<file path="src/rtl/am2910_pkg.sv">
// Shared opcodes, controller states and the am2910 push/pop/load/decrement decode.
package am2910_pkg;

  localparam logic [3:0] OP_JZ   = 4'd0;
  localparam logic [3:0] OP_CJS  = 4'd1;
  localparam logic [3:0] OP_JMAP = 4'd2;
  localparam logic [3:0] OP_CJP  = 4'd3;
  localparam logic [3:0] OP_PUSH = 4'd4;
  localparam logic [3:0] OP_JSRP = 4'd5;
  localparam logic [3:0] OP_CJV  = 4'd6;
  localparam logic [3:0] OP_JRP  = 4'd7;
  localparam logic [3:0] OP_RFCT = 4'd8;
  localparam logic [3:0] OP_RPCT = 4'd9;
  localparam logic [3:0] OP_CRTN = 4'd10;
  localparam logic [3:0] OP_CJPP = 4'd11;
  localparam logic [3:0] OP_LDCT = 4'd12;
  localparam logic [3:0] OP_LOOP = 4'd13;
  localparam logic [3:0] OP_CONT = 4'd14;
  localparam logic [3:0] OP_TWB  = 4'd15;

  typedef enum logic [1:0] {
    ST_CLR   = 2'd0,
    ST_IDLE  = 2'd1,
    ST_ISSUE = 2'd2
  } state_t;

  typedef struct packed {
    logic push;
    logic pop;
    logic load;
    logic decr;
  } dec_t;

  // load/decr here exclude the RLD_BAR term, which the caller folds in.
  function automatic dec_t am2910_decode(input logic [3:0] op, input logic fail, input logic rz);
    dec_t d;
    d.push = (~fail & (op == OP_CJS)) | (op == OP_PUSH) | (op == OP_JSRP);
    d.pop  = (~fail & ((op == OP_CRTN) | (op == OP_CJPP) | (op == OP_LOOP) | (op == OP_TWB)))
           | (~rz & ((op == OP_RFCT) | (op == OP_TWB)));
    d.load = (op == OP_LDCT) | (~fail & (op == OP_PUSH));
    d.decr = rz & ((op == OP_RFCT) | (op == OP_RPCT) | (op == OP_TWB));
    return d;
  endfunction

endpackage

</file>
<file path="src/rtl/am2910_shadow.sv">
// Shadow copies of the datapath stack pointer and iteration counter, plus
// sticky overflow/underflow flags and a pre-issue check for the next command.
module am2910_shadow
  import am2910_pkg::*;
#(
  parameter int DW          = 12,
  parameter int STACK_DEPTH = 5
) (
  input  logic          clk,
  input  logic          rst,
  input  logic [3:0]    chk_op,
  input  logic          chk_ccen_bar,
  input  logic          chk_cc_bar,
  output logic          chk_ovf,
  output logic          chk_unf,
  input  logic          upd_en,
  input  logic [3:0]    upd_op,
  input  logic          upd_ccen_bar,
  input  logic          upd_cc_bar,
  input  logic          upd_rld_bar,
  input  logic          upd_block,
  input  logic [DW-1:0] upd_d,
  output logic [2:0]    depth,
  output logic          err_ovf,
  output logic          err_unf
);

  localparam logic [2:0] FULL = 3'(STACK_DEPTH);

  logic [2:0]    depth_reg, depth_next;
  logic [DW-1:0] re_reg, re_next;
  logic          err_ovf_reg, err_unf_reg;
  dec_t          chk_dec, upd_dec;
  logic          rz, upd_ovf, upd_unf, upd_load, upd_decr;

  assign rz = (re_reg != '0);

  always_comb begin
    chk_dec = am2910_decode(chk_op, chk_cc_bar & ~chk_ccen_bar, rz);
    upd_dec = am2910_decode(upd_op, upd_cc_bar & ~upd_ccen_bar, rz);
  end

  assign chk_ovf  = chk_dec.push && (depth_reg == FULL);
  assign chk_unf  = chk_dec.pop && (depth_reg == 3'd0);
  assign upd_ovf  = upd_dec.push && (depth_reg == FULL);
  assign upd_unf  = upd_dec.pop && (depth_reg == 3'd0);
  assign upd_load = upd_dec.load | ~upd_rld_bar;
  assign upd_decr = upd_dec.decr & upd_rld_bar;

  // Pop wins over push, mirroring the datapath's stack pointer priority.
  always_comb begin
    depth_next = depth_reg;
    re_next    = re_reg;
    if (upd_en && !upd_block) begin
      if (upd_dec.pop && depth_reg != 3'd0)
        depth_next = depth_reg - 3'd1;
      else if (upd_dec.push && depth_reg != FULL)
        depth_next = depth_reg + 3'd1;
      else if (upd_op == OP_JZ)
        depth_next = 3'd0;
      if (upd_load)
        re_next = upd_d;
      else if (upd_decr)
        re_next = re_reg - DW'(1);
    end
  end

  always_ff @(posedge clk) begin
    if (rst) begin
      depth_reg   <= 3'd0;
      re_reg      <= '0;
      err_ovf_reg <= 1'b0;
      err_unf_reg <= 1'b0;
    end else begin
      depth_reg <= depth_next;
      re_reg    <= re_next;
      if (upd_en && upd_ovf) err_ovf_reg <= 1'b1;
      if (upd_en && upd_unf) err_unf_reg <= 1'b1;
    end
  end

  assign depth   = depth_reg;
  assign err_ovf = err_ovf_reg;
  assign err_unf = err_unf_reg;

endmodule

</file>
<file path="src/rtl/am2910_issue_ctrl.sv">
// Valid/ready command front end for an am2910 datapath: CLR once, then IDLE/ISSUE pairs.
// Optional AM2910_ISSUE_GUARD_EN turns overflowing/underflowing commands into a held CONT.
module am2910_issue_ctrl
  import am2910_pkg::*;
#(
  parameter int   DW          = 12,
  parameter int   STACK_DEPTH = 5,
  parameter logic CI_ISSUE    = 1'b1
) (
  input  logic          clk,
  input  logic          rst,
  input  logic          cmd_valid,
  output logic          cmd_ready,
  input  logic [3:0]    cmd_op,
  input  logic [DW-1:0] cmd_d,
  input  logic          cmd_ccen_bar,
  input  logic          cmd_cc_bar,
  input  logic          cmd_rld_bar,
  output logic [3:0]    seq_i,
  output logic          seq_ccen_bar,
  output logic          seq_cc_bar,
  output logic          seq_rld_bar,
  output logic          seq_ci,
  output logic [DW-1:0] seq_d,
  input  logic [DW-1:0] seq_y,
  output logic          rsp_valid,
  output logic [DW-1:0] rsp_y,
  output logic [2:0]    depth,
  output logic          err_ovf,
  output logic          err_unf
);

`ifdef AM2910_ISSUE_GUARD_EN
  localparam logic GUARD_EN = 1'b1;
`else
  localparam logic GUARD_EN = 1'b0;
`endif

  state_t        state_reg, state_next;
  logic          accept, block, upd_en, chk_ovf, chk_unf;

  logic [3:0]    iss_op_reg;
  logic          iss_ccen_bar_reg, iss_cc_bar_reg, iss_rld_bar_reg, iss_block_reg;
  logic [DW-1:0] iss_d_reg;

  logic [3:0]    seq_i_reg, seq_i_next;
  logic          seq_ccen_bar_reg, seq_ccen_bar_next;
  logic          seq_cc_bar_reg, seq_cc_bar_next;
  logic          seq_rld_bar_reg, seq_rld_bar_next;
  logic          seq_ci_reg, seq_ci_next;
  logic [DW-1:0] seq_d_reg, seq_d_next;
  logic          cmd_ready_reg, cmd_ready_next;
  logic          rsp_valid_reg, rsp_valid_next;
  logic [DW-1:0] rsp_y_reg, rsp_y_next;

  assign accept = (state_reg == ST_IDLE) && cmd_valid && cmd_ready_reg;
  assign block  = GUARD_EN & (chk_ovf | chk_unf);
  assign upd_en = (state_reg == ST_ISSUE);

  always_ff @(posedge clk) begin
    if (rst) state_reg <= ST_CLR;
    else     state_reg <= state_next;
  end

  always_comb begin
    state_next = state_reg;
    case (state_reg)
      ST_CLR:   state_next = ST_IDLE;
      ST_IDLE:  if (accept) state_next = ST_ISSUE;
      ST_ISSUE: state_next = ST_IDLE;
      default:  state_next = ST_CLR;
    endcase
  end

  // Output values are chosen for the state being entered so they are registered.
  always_comb begin
    seq_i_next        = OP_CONT;
    seq_ccen_bar_next = 1'b1;
    seq_cc_bar_next   = 1'b1;
    seq_rld_bar_next  = 1'b1;
    seq_ci_next       = 1'b0;
    seq_d_next        = '0;
    cmd_ready_next    = 1'b0;
    case (state_next)
      ST_CLR: begin
        seq_i_next       = OP_JZ;
        seq_rld_bar_next = 1'b0;
      end
      ST_IDLE: cmd_ready_next = 1'b1;
      ST_ISSUE: begin
        seq_i_next        = block ? OP_CONT : cmd_op;
        seq_ccen_bar_next = cmd_ccen_bar;
        seq_cc_bar_next   = cmd_cc_bar;
        seq_rld_bar_next  = block ? 1'b1 : cmd_rld_bar;
        seq_ci_next       = block ? 1'b0 : CI_ISSUE;
        seq_d_next        = cmd_d;
      end
      default: ;
    endcase
    rsp_valid_next = (state_reg == ST_ISSUE);
    rsp_y_next     = (state_reg == ST_ISSUE) ? seq_y : rsp_y_reg;
  end

  always_ff @(posedge clk) begin
    if (rst) begin
      seq_i_reg        <= OP_JZ;
      seq_ccen_bar_reg <= 1'b1;
      seq_cc_bar_reg   <= 1'b1;
      seq_rld_bar_reg  <= 1'b0;
      seq_ci_reg       <= 1'b0;
      seq_d_reg        <= '0;
      cmd_ready_reg    <= 1'b0;
      rsp_valid_reg    <= 1'b0;
      rsp_y_reg        <= '0;
      iss_op_reg       <= OP_CONT;
      iss_ccen_bar_reg <= 1'b1;
      iss_cc_bar_reg   <= 1'b1;
      iss_rld_bar_reg  <= 1'b1;
      iss_block_reg    <= 1'b0;
      iss_d_reg        <= '0;
    end else begin
      seq_i_reg        <= seq_i_next;
      seq_ccen_bar_reg <= seq_ccen_bar_next;
      seq_cc_bar_reg   <= seq_cc_bar_next;
      seq_rld_bar_reg  <= seq_rld_bar_next;
      seq_ci_reg       <= seq_ci_next;
      seq_d_reg        <= seq_d_next;
      cmd_ready_reg    <= cmd_ready_next;
      rsp_valid_reg    <= rsp_valid_next;
      rsp_y_reg        <= rsp_y_next;
      if (accept) begin
        iss_op_reg       <= cmd_op;
        iss_ccen_bar_reg <= cmd_ccen_bar;
        iss_cc_bar_reg   <= cmd_cc_bar;
        iss_rld_bar_reg  <= cmd_rld_bar;
        iss_block_reg    <= block;
        iss_d_reg        <= cmd_d;
      end
    end
  end

  am2910_shadow #(
    .DW          (DW),
    .STACK_DEPTH (STACK_DEPTH)
  ) u_shadow (
    .clk          (clk),
    .rst          (rst),
    .chk_op       (cmd_op),
    .chk_ccen_bar (cmd_ccen_bar),
    .chk_cc_bar   (cmd_cc_bar),
    .chk_ovf      (chk_ovf),
    .chk_unf      (chk_unf),
    .upd_en       (upd_en),
    .upd_op       (iss_op_reg),
    .upd_ccen_bar (iss_ccen_bar_reg),
    .upd_cc_bar   (iss_cc_bar_reg),
    .upd_rld_bar  (iss_rld_bar_reg),
    .upd_block    (iss_block_reg),
    .upd_d        (iss_d_reg),
    .depth        (depth),
    .err_ovf      (err_ovf),
    .err_unf      (err_unf)
  );

  assign cmd_ready    = cmd_ready_reg;
  assign seq_i        = seq_i_reg;
  assign seq_ccen_bar = seq_ccen_bar_reg;
  assign seq_cc_bar   = seq_cc_bar_reg;
  assign seq_rld_bar  = seq_rld_bar_reg;
  assign seq_ci       = seq_ci_reg;
  assign seq_d        = seq_d_reg;
  assign rsp_valid    = rsp_valid_reg;
  assign rsp_y        = rsp_y_reg;

endmodule

</file>
<file path="config.mk">
export PLATFORM = sky130hd
export DESIGN_NAME = am2910_issue_ctrl
export DESIGN_NICKNAME = d
export VERILOG_FILES = /design/src/rtl/am2910_pkg.sv /design/src/rtl/am2910_shadow.sv /design/src/rtl/am2910_issue_ctrl.sv
export SDC_FILE = /design/constraint.sdc
export NUM_CORES = 1
export LEC_CHECK = 0
export ABC_CLOCK_PERIOD_IN_PS = 2200
export BUFFER_PORTS_ARGS = -buffer_cell sky130_fd_sc_hd__buf_2
export CAP_MARGIN = 20
export CELL_PAD_IN_SITES_DETAIL_PLACEMENT = 0
export CELL_PAD_IN_SITES_GLOBAL_PLACEMENT = 1
export CORE_ASPECT_RATIO = 2
export CORE_MARGIN = 1.5
export CORE_UTILIZATION = 40
export CTS_BUF_LIST = sky130_fd_sc_hd__clkbuf_8
export DETAILED_ROUTE_END_ITERATION = 7
export HOLD_SLACK_MARGIN = 0.06
export PLACE_DENSITY_LB_ADDON = 0.25
export SYNTH_ARGS = -nofsm -noshare
export SYNTH_HDL_FRONTEND = slang
export SYNTH_SLANG_ARGS = --single-unit
</file>
<file path="constraint.sdc">
create_clock -name clk -period 2.2 [get_ports clk]
set_input_delay 0.11 -clock clk [delete_from_list [all_inputs] [get_ports clk]]
set_output_delay 0.11 -clock clk [all_outputs]
set_load 0.02 [all_outputs]
</file>
Yosys cells after proc, flatten, opt, wreduce, memory -nomap -nowiden --
Cells that the tools add are included.
Storage, ports and cells: register bits after elaboration 72, word-level logic and storage cells 92, output and inout port bits 39
Operators by class: bitwise operators 23, reduce and logical (&&, ||, !) cells 20, $add $sub $neg 3, equal/unequal tests 16, mux-type cells 11
Operator list (number):
- == test 4 bit, second input constant | 7
- two-way mux 12 bit | 2
- nonzero test 12 bit | 1
- subtractor 12 x 1 -> 12 bit, second input constant | 1
- bitwise OR 1 bit | 11
- two-way mux 3 bit | 3
- == test 4 x 3 -> 1 bit, second input constant | 2
- logical AND 1 bit | 8
- case mux 4 bit (2 select lines) | 1
- bitwise AND 1 bit | 7
- nonzero test 3 bit | 2
- inverter 1 bit | 5
- == test 2 x 1 -> 1 bit, second input constant | 2
- == test 2 bit, second input constant | 2
- == test 4 x 1 -> 1 bit, second input constant | 1
- zero test 2 bit | 2
- zero test 4 bit | 1
- case mux 2 bit (2 select lines) | 1
- AND reduction 2 bit | 2
- OR reduction 2 bit | 2
- adder 3 x 1 -> 3 bit, second input constant | 1
- == test 3 bit, second input constant | 1
- zero test 3 bit | 1
- != test 3 bit, second input constant | 1
- other kinds (5) | 6

Depth between registers and ports, before layout --
Gate-level depths: netlist of run 1.
depth after elaboration 9, depth in mapped cells 8, depth with buffers taken out 7

Modules after synthesis --
Synthesis of run 1 repeated with hierarchy kept, for this count alone.
Unflattened totals: cells, all modules 361, area total of the unflattened synthesis 3203.1 um^2
By module, submodules not included:
- am2910_issue_ctrl | cells each 188, times used 1, area an instance 1789.2 um^2
- am2910_shadow | cells each 173, times used 1, area an instance 1413.9 um^2

Least setup slack after synthesis of run 1 --
OpenSTA, ideal clock, no wires.
kind register to register, start point register u_shadow.depth_reg[1], in the netlist u_shadow.depth[1], end point register u_shadow.depth_reg[1], in the netlist u_shadow.depth[1], library setup time 0.072 ns, data arrival time 1.981 ns, path buffers 0, cell stages (with the launch flop) 8, path slack 0.148 ns, cells stage by stage dfxtp_1 -> inv_1 -> ha_1 -> and2_1 -> or4b_4 -> and2_0 -> a211o_1 -> mux2i_1
Between the ends: word-level cells in the longest chain between the ends 4, elaborated cells on any way between the ends 10
RTL lines:
- from (decl) | RTL line am2910_shadow.sv:30 | logic [2:0] depth_reg, depth_next;
- from (signal assigned) | RTL line am2910_shadow.sv:75 | depth_reg <= depth_next;
- branches (longest 4 deep; another with adder 3 x 1 -> 3 bit)
Parallel ways; which one is timed is not known. A chain may end at the register's enable or synchronous reset.

Worst setup path after layout of run 1 --
Same ends and word-level chain as after synthesis.

==> impl_metrics.json, run 1 <==
{
  "ant_nets": 0,
  "cts_tree": "yes",
  "synthDistinctLibCells": 48,
  "clk_path_buf_depth": 2,
  "path_max_fanout": 4,
  "worst_pin_slew_ns": 0.9533,
  "cts_resized": 0,
  "syn_avg_cell_area_um2": 8.521,
  "ir_worst_vdd_uv": 514.3,
  "p_leak_nw": 1.694,
  "clockRootBuffer": "clkbuf_8",
  "antenna_found_initial": 0,
  "hold_viol": 0,
  "power_mw": 2.509,
  "fmax_ghz": 0.4972,
  "slew_headroom": 0.3621,
  "die_h_um": 125.6,
  "synth_warnings": 0,
  "htreeDepth": 3,
  "ys_seq_area_frac": 0.4792,
  "power_density_nw_per_um2": 633.3,
  "drt-wirelength-per-cell_um": 12.90,
  "synthCells": 353,
  "end_kind": "register",
  "via_count": 2728,
  "grt_max_degree": 56,
  "die_x_um": 64.32,
  "placementRows": 44,
  "syn2layout_area_growth_pct": 31.70,
  "routabilityCongestion": 0.8116,
  "grt_overflow": 0,
  "synth_area_um2": 3008,
  "fin_crit_ns": 2.011,
  "die-area_um2": 8080,
  "setup-tns-final_ns": 0,
  "pin_count": 73,
  "portBuffers": 72,
  "post-route-period-util": 0.9143,
  "clk_latency_ns": 0.34,
  "drtIter0Drc": 55,
  "setup_viol": 0,
  "cts_buffers": 9,
  "grt_pass1_wl_um": 11760,
  "required_ns": 2.47,
  "numClockSinks": 72,
  "ctsHoldBuffers": 32,
  "critical_path_class": "reg -> reg",
  "track_usage": 0.1845,
  "cp_data_arrival_time_ns": 2.28,
  "drive_gt1_frac": 0.2299,
  "postCtsSetupBuffers": 0,
  "firstDrtPassIters": 4,
  "start_util": 0.4139,
  "grt_setup_unrepaired": "no",
  "cap_violations": 0,
  "fin_nets": 499,
  "post-dp-hpwl_um": 4945,
  "status": "completed",
  "critPathLaunchType": "register",
  "drt_wl_total_um": 7134,
  "grt_pass1_vias": 2619,
  "viasPerCell": 4.933,
  "hp-class": "in -> reg",
  "slew_viol_final": 0,
  "remaining_drc_errors": 0,
  "coreArea_um2": 7267,
  "skew_ns": 0.007458,
  "n_antenna_cell": 0,
  "synth_nets": 393,
  "ys_ff_latch": 72,
  "path_clk_slew_ns": 0.07,
  "nFillCells": 729
}
==> worst max-delay path: stages (launching register included) <==
cell and delay (ns):
dfxtp_1 0.37, inv_1 0.09, ha_1 0.20, and2_1 0.17
or4b_4 0.56, and2_0 0.17, a211o_1 0.26, mux2i_1 0.13
==> routing by layer <==
metal  track usage  routed length (um)
met4       0.08260                 125
met3       0.04107                 252
met2        0.3395                3810
met1        0.1943                2945
met5             0                   0
==> power breakdown <==
group,internal [mW],switching (mW)
clock,0.446,0.439
combinational,0.129,0.135
sequential,1.34,0.0236
total,1.91,0.598
==> logic make-up (layout without fill, tap and decap cells) <==
group,count (synthesis),in the layout,share of synthesized area
simple gates,153,153,0.2537
compound gates,88,88,0.1855
flops,72,72,0.4792
buf+inv,30,138,0.04201
fa+ha+maj,6,6,0.02496
mux,4,4,0.01456
==> per-stage QoR <==
stage	utilization	instances	setup WS [ns]	hold slack (ns)	cell area [um2]
2_1_floorplan	-	353	0.1477	0.2138	3008
3_3_place_gp	0.4790	508	0.2580	0.3164	3481
3_5_place_dp	0.4790	508	0.2018	0.3166	3481
4_1_cts	0.5451	553	0.1814	0.2905	3961
5_1_grt	0.5451	553	0.06251	0.3240	3961
6_report	0.5451	553	0.1886	0.3012	3961
==> synthesized netlist by cell type (all sizes together) <==
cell,n,area (um2)
nor2,19,73.82
mux2,3,33.78
o211ai,2,15.01
o31ai,1,7.510
inv,9,33.78
ha,6,75.07
and2,20,125.1
and3,2,13.77
o41ai,1,27.53
o22ai,1,6.260
and4b,1,10.01
a211oi,2,15.01
nor3b,4,35.03
o21ai,17,85.08
nand3,9,45.04
a21oi,41,205.2
dfxtp,72,1441
nor2b,2,12.51
nor4b,1,8.760
or4b,1,13.76
a21o,9,67.56
nor3,5,25.02
or3,2,12.51
mux2i,1,10.01
or4,1,7.510
a2111o,1,11.26
nand2,70,262.8
nor4,4,31.28
nand4b,1,8.760
buf,8,43.79
a2bb2oi,1,26.28
a31oi,6,37.54
clkbuf,13,48.80
nand3b,7,52.55
o22a,1,8.760
nand2b,4,25.02
o21a,1,7.510
o221ai,1,8.760
a211o,2,17.52
o41a,1,11.26
==> area by class of cell <==
type	instances	area [um2]	share of cell area
clock buffers	11	151.4	0.03822
clock inverters	2	8.758	0.002211
inverters	9	33.78	0.008528
flip-flops and latches	72	1441	0.3639
repair buffers	116	770.7	0.1946
multi-input cells	251	1440	0.3635
well taps	92	115.1	0.02906
==> worst paths after layout <==
kind                            slack (ns)  depth (start not counted)               from           endpoint
worst max-delay path                  0.19                          7  u_shadow.depth[1]  u_shadow.depth[1]
worst min-delay path                  0.30                          3          cmd_valid          cmd_ready
worst max register to register        0.19                          7  u_shadow.depth[1]  u_shadow.depth[1]
worst min register to register        0.45                          2       iss_d_reg[9]       iss_d_reg[9]
==> placed cells by master (no fill, tap or decap), types with 2 or more instances in the layout <==
| cell type | Yosys | layout |
|---|---|---|
| o21ai_1 | 10 | 10 |
| clkbuf_8 | 0 | 11 |
| a21o_1 | 9 | 9 |
| nand3b_1 | 7 | 7 |
| nor4_1 | 3 | 3 |
| nor3b_1 | 3 | 3 |
| buf_2 | 5 | 72 |
| dfxtp_1 | 72 | 72 |
| nand2b_1 | 4 | 4 |
| ha_1 | 6 | 6 |
| o211ai_1 | 2 | 2 |
| mux2_2 | 3 | 3 |
| dlygate4sd3_1 | 0 | 32 |
| and2_1 | 19 | 19 |
| or3_1 | 2 | 2 |
| inv_1 | 9 | 10 |
| nor2b_1 | 2 | 2 |
| nor3_1 | 5 | 5 |
| a21oi_1 | 41 | 41 |
| buf_4 | 0 | 12 |
| nand2_1 | 70 | 70 |
| nand3_1 | 9 | 9 |
| nor2_1 | 18 | 18 |
| a211o_1 | 2 | 2 |
| a31oi_1 | 6 | 6 |
| a211oi_1 | 2 | 2 |
| o21ai_0 | 7 | 7 |
No activity file was read; power rests on OpenSTA's default activity.
==> inputs of run 2 (changes only) <==
Settings changed: CORE_ASPECT_RATIO 2 to unset, CORE_UTILIZATION 40 to 41, SYNTH_HIERARCHICAL set to 1.
==> run 2 against run 1 <==
Effect of this change:
- sequential power about the same
- combinational power rose by 8.3%
- die area rose by 1.6%
- register-to-register slack got worse by 0.10 ns
- count of clock-buffer cells in the layout is 2 lower
- total power increased by 11%
- worst setup slack worse by 0.10 ns
- fmax fell by 4.9%
- critical path type unchanged
- synthesized cell count is 0.57% lower
- largest power group unchanged
- non-clock buffer count did not move
- routed wire length rose by 10%
==> impl_metrics.json, run 2 <==
{
  "n_antenna_cell": 0,
  "skew_ns": 0.009502,
  "ir_worst_vdd_uv": 337.7,
  "via_count": 2887,
  "cts_tree": "yes",
  "cp_cell_sequence": "inv_1, ha_4, or4b_4, or4_4, o31ai_2, and3_1, o32ai_2",
  "routed.top_layer": "met4",
  "cts_buffers": 9,
  "fmax_ghz": 0.4726,
  "htreeDepth": 3,
  "setup_viol": 0,
  "routabilityCongestion": 0.8278,
  "clk_latency_ns": 0.34,
  "status": "completed",
  "grt_max_degree": 57,
  "post-dp-hpwl_um": 5086,
  "power_mw": 2.777,
  "critPathLaunchType": "register",
  "end_kind": "register",
  "hp-class": "in -> reg",
  "drive_gt1_frac": 0.2713,
  "synth_warnings": 6,
  "ant_nets": 0,
  "drt_wl_total_um": 7849,
  "portBuffers": 72,
  "numClockSinks": 72,
  "wl_met1_um": 3572,
  "startpoint": "u_shadow/re_reg[1]",
  "fin_nets": 493,
  "required_ns": 2.41,
  "viasPerCell": 5.192,
  "layout_common_cells": "dfxtp_1 (72), buf_2 (72), nand2_1 (65)",
  "wl_met2_um": 3887,
  "track_usage": 0.1931,
  "path_clk_slew_ns": 0.07,
  "slew_headroom": 0.5612,
  "pin_count": 73,
  "die-area_um2": 8213,
  "die_x_um": 90.63,
  "cp_slowest_stage_delay_ns": 0.48,
  "grt_pass1_wl_um": 12760,
  "clockRootBuffer": "clkbuf_8",
  "synthCells": 351,
  "synth_nets": 391,
  "critical_path_class": "reg -> reg",
  "wl_met3_um": 249,
  "hold_viol": 0,
  "syn_avg_cell_area_um2": 8.969,
  "slew_viol_final": 0,
  "grt_overflow": 0,
  "crit_family": "simple AND/OR/NAND/NOR gates",
  "placementRows": 31,
  "grt_pass1_vias": 2788,
  "firstDrtPassIters": 4,
  "antenna_found_initial": 0,
  "start_util": 0.4294,
  "hold_start": "rst",
  "cap_violations": 0,
  "fin_crit_ns": 2.116,
  "worst_pin_slew_ns": 0.6569,
  "postCtsSetupBuffers": 0,
  "remaining_drc_errors": 0,
  "p_leak_nw": 1.774,
  "dp_slack_ns": 0.08706,
  "fin_ws_ns": 0.08423,
  "synth_area_um2": 3148,
  "post-route-period-util": 0.9617,
  "die_h_um": 90.63,
  "drtIter0Drc": 112,
  "cp_data_arrival_time_ns": 2.33,
  "r2r-start": "u_shadow/re_reg[1]",
  "slowest_stage": "or4b_4",
  "drt-wirelength-per-cell_um": 14.12,
  "clk_path_buf_depth": 2,
  "path_buf_inv": 1,
  "syn2layout_area_growth_pct": 31.08,
  "power_density_nw_per_um2": 673.0,
  "path_max_fanout": 4,
  "coreArea_um2": 7331
}
## run 2: worst min-delay path, delay by kind of cell
family	cells	cell delay, ns
buffers and inverters	2	0.30
and+or+nand+nor	1	0.12
## run 2: cell type report
type | count | area (um2)
clock buffer | 9 | 123.9
clock inverter | 6 | 93.84
fill | 672 | 3204
inverter | 16 | 60.06
multi-input combinational | 238 | 1503
sequential | 72 | 1441
tap | 99 | 123.9
timing repair buffer | 116 | 780.7
## run 2: path summary, 6_finish.rpt
check / slack [ns] / depth (start not counted) / end
worst max-delay path: 0.08 / 7 / u_shadow/re_reg[10]
worst min-delay path: 0.24 / 3 / u_shadow/err_ovf
worst max register to register: 0.08 / 7 / u_shadow/re_reg[10]
worst min register to register: 0.45 / 2 / rsp_y[1]
## run 2: layer usage
layer  up-vias  GRT usage
met3        13    0.02862
met5         -          0
met1      1371     0.2389
li1       1438          -
met4         0    0.09259
met2        65     0.3271
## run 2: repair_timing
item,in CTS,in global routing
setup endpoints to repair,0,1
gates resized for setup,0,2
endpoints found under the hold margin,44,0
hold buffers,31,0
## run 2: report_power, final
part	switching, mW	total (mW)	internal (mW)
combinational	0.154	0.286	0.132
sequential	0.0188	1.35	1.33
clock	0.501	1.14	0.640
## run 2: through the flow
step | hold WS (ns) | instance area [um2] | setup TNS (ns) | util | cells
floorplan | 0.2317 | 3148 | 0 | - | 351
global placement | 0.3270 | 3586 | 0 | 0.4892 | 510
detailed placement | 0.3259 | 3586 | 0 | 0.4892 | 510
CTS | 0.2284 | 4114 | 0 | 0.5612 | 556
global route | 0.2579 | 4126 | -0.009467 | 0.5629 | 556
finish | 0.2354 | 4126 | 0 | 0.5629 | 556
==> inputs of run 3 (changes only) <==
Settings changed: ABC_CLOCK_PERIOD_IN_PS 2200 to 1800, CORE_UTILIZATION 41 to 37.
Clock period 2.2 ns to 1.8 ns, I/O delays scaled along.
==> run 3 against run 2 <==
Effect of this change:
- the run now ends with setup timing left
- first-iteration DRC count up 21%
- final area is 8.7% higher
- worst setup slack worse by 0.27 ns
- die area rose by 10%
- combinational power up 38%
- total power increased by 25%
- critical path depth stayed put
- fmax rose by 6.3%
- critical path type unchanged
- highest routed layer unchanged
==> impl_metrics.json, run 3 (synthesis results as in run 2) <==
{
  "placedCellCount": 547,
  "hold_start": "rst",
  "slew_headroom": 0.6314,
  "cp_cell_sequence": "inv_2, ha_4, or4b_4, or4_4, o31ai_2, and3_1, o32ai_2",
  "fin_crit_ns": 1.991,
  "hold_viol": 0,
  "drtIter0Drc": 135,
  "path_max_fanout": 3,
  "worst_r2r_path_depth": 7,
  "critical_path_class": "reg -> reg",
  "post-dp-hpwl_um": 5706,
  "critPathLaunchType": "register",
  "required_ns": 2.04,
  "start_util": 0.3831,
  "routabilityCongestion": 0.8345,
  "via_count": 3025,
  "clk_path_buf_depth": 2,
  "antenna_found_initial": 0,
  "skew_ns": 0.01521,
  "drt_wl_total_um": 8475,
  "fmax_ghz": 0.5023,
  "die_h_um": 95.24,
  "slowest_stage": "or4b_4",
  "drt-wirelength-per-cell_um": 14.08,
  "die-area_um2": 9071,
  "worst_pin_slew_ns": 0.5478,
  "post-route-period-util": 1.106,
  "grt_max_degree": 22,
  "grt_overflow": 0,
  "die_x_um": 95.24,
  "end_kind": "register",
  "clockRootBuffer": "clkbuf_8",
  "numClockSinks": 72,
  "dp_slack_ns": -0.2070,
  "ir_worst_vdd_uv": 519.3,
  "r2r_slack_ns": -0.19,
  "crit_family": "simple AND/OR/NAND/NOR gates",
  "cts_buffers": 9,
  "power_mw": 3.464,
  "setup-tns-final_ns": -1.112,
  "power_density_nw_per_um2": 772.0,
  "clk_latency_ns": 0.34,
  "path_clk_slew_ns": 0.09,
  "nFillCells": 766,
  "track_usage": 0.1975,
  "r2r-start": "u_shadow/re_reg[0]",
  "cp_data_arrival_time_ns": 2.23,
  "grt_setup_unrepaired": "yes",
  "grt_pass1_wl_um": 14000,
  "path_buf_inv": 1,
  "layout_common_cells": "buf_2 (72), dfxtp_1 (68), nand2_1 (65)",
  "pin_count": 73,
  "cts_tree": "yes",
  "coreArea_um2": 8217,
  "setup_viol": 15,
  "ant_nets": 0,
  "fin_nets": 532,
  "placementRows": 33,
  "fin_cells": 602,
  "final_common_cell": "buf_2",
  "status": "complete, but fails checks",
  "r2r-end": "u_shadow/re_reg[10]",
  "cp_slowest_stage_delay_ns": 0.46,
  "htreeDepth": 3,
  "whs_endpoint": "state_reg[0]",
  "grt_pass1_vias": 2969,
  "portBuffers": 72,
  "slew_viol_final": 0,
  "syn2layout_area_growth_pct": 42.53,
  "n_antenna_cell": 0,
  "hp-class": "in -> reg",
  "cap_violations": 0,
  "drive_gt1_frac": 0.3501,
  "p_leak_nw": 2.001,
  "fin_ws_ns": -0.1908,
  "firstDrtPassIters": 4,
  "remaining_drc_errors": 0,
  "violations": "setup timing",
  "viasPerCell": 5.025,
  "whs_ns": 0.1526,
  "cp.depth": 7,
  "worstHoldPathCells": 2
}
-- run 3: area by class of cell --
cell class / count / area (um2) / share of cell area
Clock inverter: 7 / 93.84 / 0.02091
Sequential cell: 72 / 1446 / 0.3224
Timing Repair Buffer: 153 / 1046 / 0.2331
Tap cell: 105 / 131.4 / 0.02928
Clock buffer: 9 / 123.9 / 0.02761
Inverter: 16 / 60.06 / 0.01339
Multi-Input combinational cell: 240 / 1585 / 0.3533
-- run 3: timing repair --
action                                 in CTS  in global routing
hold buffers                               31                  0
setup endpoints to repair                  14                 16
endpoints found under the hold margin      44                  0
resized for setup                           8                  4
pin swaps                                  10                  5
gates cloned                                2                  0
setup buffers                               6                  0
-- run 3: per-layer routing --
| layer | up-vias | wire (um) | track usage |
|---|---|---|---|
| li1 | 1522 | - | - |
| met1 | 1419 | 3930 | 0.2523 |
| met2 | 80 | 4030 | 0.3286 |
| met3 | 4 | 458 | 0.05343 |
| met4 | 0 | 55 | 0.04851 |
| met5 | - | 0 | 0 |
-- run 3: worst max path at each step --
| stage | from | end |
|---|---|---|
| CTS | u_shadow/re_reg[0] | u_shadow/re_reg[10] |
| finish | u_shadow/re_reg[0] | u_shadow/re_reg[10] |
| detailed placement | u_shadow/re_reg[0] | u_shadow/re_reg[10] |
| global route | u_shadow/re_reg[0] | u_shadow/re_reg[10] |
| global placement | u_shadow/re_reg[0] | u_shadow/re_reg[10] |
| floorplan | u_shadow/re_reg[0] | u_shadow/re_reg[10] |
-- run 3: stage by stage --
| stage | cell area (um2) | util |
|---|---|---|
| after global placement | 3830 | 0.4661 |
| after detailed placement | 3830 | 0.4661 |
| after global routing | 4487 | 0.5461 |
| after floorplan | 3168 | - |
| after CTS | 4458 | 0.5426 |
| final | 4487 | 0.5461 |
-- run 3: power by group --
part	internal, mW	switching [mW]
sequential	1.63	0.0246
combinational	0.194	0.200
clock	0.783	0.634
total	2.61	0.859
